**config.mk**
```make
export PLATFORM = sky130hd
export DESIGN_NAME = uart_tx_path
export DESIGN_NICKNAME = d
export VERILOG_FILES = /design/src/rtl/uart_tx_path.sv
export SDC_FILE = /design/constraint.sdc
export NUM_CORES = 1
export LEC_CHECK = 0
export BUFFER_PORTS_ARGS = -buffer_cell sky130_fd_sc_hd__buf_2
export CORE_MARGIN = 2
export CORE_UTILIZATION = 51
export CTS_CLUSTER_SIZE = 25
export DETAILED_ROUTE_END_ITERATION = 8
export MAX_ROUTING_LAYER = met4
export PLACE_DENSITY = 0.68
export SYNTH_ARGS = -nofsm -noshare
export SYNTH_HDL_FRONTEND = slang
export SYNTH_SLANG_ARGS = --single-unit
```
**constraint.sdc**
```tcl
create_clock -name s_axi_aclk -period 3.6 [get_ports s_axi_aclk]
set_input_delay 0.36 -clock s_axi_aclk [delete_from_list [all_inputs] [get_ports s_axi_aclk]]
set_output_delay 0.36 -clock s_axi_aclk [all_outputs]
set_load 0.01 [all_outputs]
```
**src/rtl/uart_tx_path.sv**
```systemverilog
`timescale 1ns/1ps
// uart_tx_path: TX holding FIFO, baud prescaler and 8N1 serialiser (16 enables per bit).
// Ports: s_axi_aclk/s_axi_aresetn clock and async active-low reset; addr_in/we/w_data_in register write;
// tx_fifo_clr FIFO flush; dl baud divisor (0 halts); tf_overrun/tf_count/tf_empty FIFO status;
// tx_busy serialiser active; stx_o serial line.
module uart_tx_path #(
  parameter int ADDR_WIDTH = 5,
  parameter logic [ADDR_WIDTH-1:0] TR_ADDR = 5'h00,
  parameter int DEPTH = 16
) (
  input  logic                    s_axi_aclk,
  input  logic                    s_axi_aresetn,
  input  logic [ADDR_WIDTH-1:0]   addr_in,
  input  logic                    we,
  input  logic [7:0]              w_data_in,
  input  logic                    tx_fifo_clr,
  input  logic [15:0]             dl,
  output logic                    tf_overrun,
  output logic [$clog2(DEPTH):0]  tf_count,
  output logic                    tf_empty,
  output logic                    tx_busy,
  output logic                    stx_o
);
  localparam int AW = $clog2(DEPTH);
  localparam int CW = AW + 1;
  typedef enum logic [1:0] {IDLE, START, DATA, STOP} state_t;
  state_t state_q, state_d;
  logic [7:0] mem_q [DEPTH];
  logic [7:0] mem_d [DEPTH];
  logic [AW-1:0] wr_ptr_q, wr_ptr_d, rd_ptr_q, rd_ptr_d;
  logic [CW-1:0] count_q, count_d;
  logic empty_q, empty_d, ovr_q, ovr_d;
  logic [15:0] presc_q, presc_d, dl_q;
  logic [3:0] tick_q, tick_d;
  logic [2:0] bitc_q, bitc_d;
  logic [7:0] shift_q, shift_d;
  logic push_req, push, pop, full, reload, en, last;
  always_comb begin
    push_req = we && addr_in == TR_ADDR;
    pop = state_q == IDLE && !empty_q && dl != '0 && !tx_fifo_clr;
    full = count_q == CW'(DEPTH);
    push = push_req && (!full || pop);
    mem_d = mem_q;
    if (push) mem_d[wr_ptr_q] = w_data_in;
    wr_ptr_d = tx_fifo_clr ? '0 : wr_ptr_q + AW'(push);
    rd_ptr_d = tx_fifo_clr ? '0 : rd_ptr_q + AW'(pop);
    count_d = tx_fifo_clr ? '0 : count_q + CW'(push) - CW'(pop);
    empty_d = count_d == '0;
    ovr_d = (tx_fifo_clr || push) ? 1'b0 : push_req ? 1'b1 : ovr_q;
  end
  // The prescaler is also held in reload while idle so every character starts on a full bit time.
  always_comb begin
    reload = dl == '0 || dl != dl_q || state_q == IDLE;
    en = !reload && presc_q == dl - 16'd1;
    presc_d = (reload || en) ? '0 : presc_q + 16'd1;
    last = en && tick_q == 4'd15;
  end
  always_comb begin
    state_d = state_q;
    shift_d = shift_q;
    bitc_d = bitc_q;
    tick_d = tick_q + 4'(en);
    case (state_q)
      IDLE: if (pop) begin
        state_d = START;
        shift_d = mem_q[rd_ptr_q];
        bitc_d = '0;
        tick_d = '0;
      end
      START: if (last) state_d = DATA;
      DATA: if (last) begin
        shift_d = shift_q >> 1;
        bitc_d = bitc_q + 3'd1;
        if (bitc_q == 3'd7) state_d = STOP;
      end
      STOP: if (last) state_d = IDLE;
    endcase
  end
  always_ff @(posedge s_axi_aclk) mem_q <= mem_d;
  always_ff @(posedge s_axi_aclk or negedge s_axi_aresetn) begin
    if (!s_axi_aresetn) begin
      wr_ptr_q <= '0;
      rd_ptr_q <= '0;
      count_q <= '0;
      empty_q <= 1'b1;
      ovr_q <= 1'b0;
      presc_q <= '0;
      dl_q <= '0;
      state_q <= IDLE;
      tick_q <= '0;
      bitc_q <= '0;
      shift_q <= '0;
    end else begin
      wr_ptr_q <= wr_ptr_d;
      rd_ptr_q <= rd_ptr_d;
      count_q <= count_d;
      empty_q <= empty_d;
      ovr_q <= ovr_d;
      presc_q <= presc_d;
      dl_q <= dl;
      state_q <= state_d;
      tick_q <= tick_d;
      bitc_q <= bitc_d;
      shift_q <= shift_d;
    end
  end
  assign tf_overrun = ovr_q;
  assign tf_count = count_q;
  assign tf_empty = empty_q;
  assign tx_busy = state_q != IDLE;
  assign stx_o = state_q == START ? 1'b0 : state_q == DATA ? shift_q[0] : 1'b1;
endmodule

```
==> implementation parameters <==
Parameter                              Value

Layout
  Area delta synth->final    13.1%
  Number of nets in the final layout    between 700 and 800
  Post-layout util    0.585
  Number of antenna repair diodes    0
  Post-route standard cell area excluding fillers    around 0.01 mm^2
  Share of final-layout standard cells stronger than drive strength 1    0.232

Synth
  Cell types with the largest area share after synthesis    sky130_fd_sc_hd__edfxtp_1 43%, sky130_fd_sc_hd__dfrtp_1 18%, sky130_fd_sc_hd__mux4_2 8.4%, sky130_fd_sc_hd__ha_1 3.1%, sky130_fd_sc_hd__xor2_1 3.1%
  Synthesized area per cell    14.2 um^2
  Primary FF master, synth    sky130_fd_sc_hd__edfxtp_1
  Post-synthesis async set-or-reset flop share    0.333
  Post-synthesis register bit count    about 190
  Combined area of all synthesized cells    just under 0.009 mm^2
  Sequential fraction of the synthesis area    0.613
  Cells after Synth    626
  Cell accounting for the most synthesized area    sky130_fd_sc_hd__edfxtp_1
  Count of distinct cell types in the synthesized netlist    65
  Fraction of post-synthesis cell area in the top cell type by area    0.433
  Syn nets    roughly 680
  Number of flops mapped to enable cells by yosys    about 130
  Commonest cells in the synthesized netlist    128 x sky130_fd_sc_hd__edfxtp_1, 63 x sky130_fd_sc_hd__dfrtp_1, 42 x sky130_fd_sc_hd__nor2_1
  Top-count cell post-synth    sky130_fd_sc_hd__edfxtp_1
  Synth warn    0

Die
  Total die area    roughly 0.018 mm^2
  Standard-cell rows    48
  Starting utilization of the core area    0.517
  Die width    roughly 140 um
  I/O pin cnt    42
  Total core area    between 0.015 and 0.02 mm^2
  Die outline height    ~140 um

Clock network
  Number of buffers added for setup after CTS    0
  Number of clock sinks    ~190
  Clock buffer count from CTS    17
  Longest Clk Path Bufs    2
  Skew-Pair Late Insertion Delay    about 0.44 ns
  Root buffer cell    sky130_fd_sc_hd__clkbuf_16
  Number of levels in the clock H-tree    4
  CTS tree    done
  Register clock-pin slew on the reported worst setup and hold paths    0.08 ns

STA
  Transition at the pin with the smallest max-transition slack    between 0.8 and 0.9 ns
  Setup skew after layout    around 0.017 ns
  Setup-violating endpoint count in the final report    0
  Worst hold slack across all endpoints    around 0.11 ns
  Setup TNS    0 ns
  Hold Fails Final Rpt    0
  Total count of max-transition violations in the final report    0
  Achievable Freq    about 300 MHz
  Final critical-path required period    roughly 3.4 ns
  RSZ-0062 raised after global routing    false
  Remaining max-slew budget at the tightest pin    0.404
  Period utilization    0.934
  Worst setup margin    0.239 ns

Pwr
  Clock network fraction of total power    0.434
  Power Internal    roughly 3.4 mW
  Comb pwr share    0.033
  Power Density    about 440 mW/mm^2
  Part of the total power dissipated in sequential elements    0.533
  Net switching power of the design    1.07 mW
  Proportion of total power due to net switching    0.241
  Peak ir drop on the vdd network    approximately 0.00035 V
  Leak pwr    ~3.6 nW

Worst setup path
  Worst EP arrival    between 3 and 4 ns
  Critical setup path kind    flip-flop to flip-flop
  Kind of start point of the critical path    flip-flop
  Crit path capture type    flip-flop
  Data required time at the worst endpoint    slightly below 4 ns
  CP Launch Point    state_q[0]
  Startpoint of the lowest-slack register-to-register path    state_q[0]
  Peak fanout along the critical path    6

Route
  DR iter-0 viols    between 300 and 400
  Total Wirelength    18.2 mm
  Via-to-Cell Ratio    5.89
  WL/cell    slightly below 20 um
  # DRC    0
  Total number of vias    roughly 5400
  Number of nets with antenna violations after detailed routing    0
  Drt pass-1 iters    5

Place
  PortBufs    41
  Post-Place Setup Slack    between 0.2 and 0.25 ns
  Routability-driven placement congestion ratio    approximately 0.90
  Placed wire-length estimate    12.6 mm
  Total cell area at the placement stage    about 0.0094 mm^2

Flow run
  Max-cap violations    0

Global routing
  Global-route wire length before repair    approximately 30 mm
  Total global routing track utilization    0.220
  Largest net degree at the start of global routing    37
  Initial antenna violation count    0
  Global-route congestion overflow total    0
  Vias in the first global route    roughly 5600

Hold path
  Classification of the worst-slack hold path    primary input to flip-flop
  Min-Delay Startpoint    dl[11]

Status
  Run status    finished, final reports clean
-- kinds of logic (layout without fill, tap and decap cells) --
logic type	after synthesis	count (layout)	synth area share
xor+xnor	57	57	0.0562
fa+ha+maj	23	23	0.0332
simple gates	198	198	0.124
mux	49	49	0.103
compound gates	61	61	0.0485
buf+inv	46	111	0.0220
flops	192	192	0.613
-- repair_timing --
item,4_1_cts,5_1_grt
hold endpoints to repair,28,0
gates resized for setup,0,2
setup endpoints to repair,0,2
hold buffers,1,0
-- metrics by stage --
stage,instances,power [mW]
2_1_floorplan,626,2.48
3_3_place_gp,883,2.56
3_5_place_dp,883,2.56
4_1_cts,916,4.49
5_1_grt,916,4.59
6_report,916,4.44
-- power groups by stage --
stage | Sequential [mW] | Clock, mW | Combinational, mW
after floorplan | 2.42 | 0 | 0.0613
after CTS | 2.37 | 1.97 | 0.146
after global placement | 2.42 | 0 | 0.139
after global routing | 2.37 | 2.06 | 0.160
final | 2.37 | 1.93 | 0.144
after detailed placement | 2.42 | 0 | 0.145
-- final timing paths --
check | slack [ns] | depth (start not counted) | end
min in group asynchronous | 0.50 | 2 | dl_q[8]
min reg2reg | 0.54 | 2 | bitc_q[1]
max | 0.24 | 15 | tf_empty
max reg2reg | 0.24 | 15 | tf_empty
max in group asynchronous | 2.40 | 3 | tf_empty
min | 0.11 | 1 | dl_q[11]
-- cells in the final DEF, fill, tap and decap left out, types with 10 or more instances in the layout --
cell	synthesis	final
sky130_fd_sc_hd__dfrtp_1	63	62
sky130_fd_sc_hd__clkbuf_16	0	17
sky130_fd_sc_hd__xnor2_1	26	26
sky130_fd_sc_hd__ha_1	22	21
sky130_fd_sc_hd__nor2b_1	10	10
sky130_fd_sc_hd__buf_4	1	20
sky130_fd_sc_hd__nor2_2	10	10
sky130_fd_sc_hd__nand3_1	40	40
sky130_fd_sc_hd__inv_1	15	15
sky130_fd_sc_hd__xor2_1	31	31
sky130_fd_sc_hd__mux4_2	33	33
sky130_fd_sc_hd__edfxtp_1	128	128
sky130_fd_sc_hd__nor3_1	11	11
sky130_fd_sc_hd__nand2_1	17	17
sky130_fd_sc_hd__buf_2	8	41
sky130_fd_sc_hd__a21oi_1	18	18
sky130_fd_sc_hd__nor2_1	42	42
sky130_fd_sc_hd__nand3b_1	11	11
-- final cells by class --
type | instances | area [um^2]
Timing Repair Buffer | 63 | 385
Clock buffer | 17 | 425
Multi-Input combinational cell | 388 | 3250
Sequential cell | 192 | 5450
Inverter | 16 | 60.1
Tap cell | 225 | 282
Fill cell | 1351 | 7130
Clock inverter | 15 | 198
-- state kept, by name, indices dropped and copies added, names as in the netlist, 2 cells and up --
signal    count
rd_ptr_q      4
tf_count      5
presc_q      16
bitc_q        3
shift_q       8
state_q       2
wr_ptr_q      4
mem_q       128
tick_q        4
dl_q         16
-- per-layer routing --
layer | vias up | part of all wire | global-route usage
met5 | - | 0 | -
met3 | 39 | 0.046 | 0.0406
met2 | 159 | 0.51 | 0.362
met1 | 2730 | 0.41 | 0.269
met4 | 0 | 0.031 | 0.0966
li1 | 2464 | - | -
-- critical path, stage by stage, from the launching register on --
cell	delay (ns)
sky130_fd_sc_hd__dfrtp_1	0.43
sky130_fd_sc_hd__inv_1	0.15
sky130_fd_sc_hd__ha_2	0.25
sky130_fd_sc_hd__inv_1	0.09
sky130_fd_sc_hd__nor3_1	0.13
sky130_fd_sc_hd__o21ai_1	0.15
sky130_fd_sc_hd__a41oi_2	0.22
sky130_fd_sc_hd__inv_1	0.08
sky130_fd_sc_hd__ha_1	0.28
sky130_fd_sc_hd__inv_1	0.04
sky130_fd_sc_hd__ha_1	0.20
sky130_fd_sc_hd__fa_1	0.40
sky130_fd_sc_hd__xnor2_1	0.18
sky130_fd_sc_hd__nor2_1	0.08
sky130_fd_sc_hd__or4_1	0.52
sky130_fd_sc_hd__nor2_1	0.10
(Power assumes the default switching activity.)
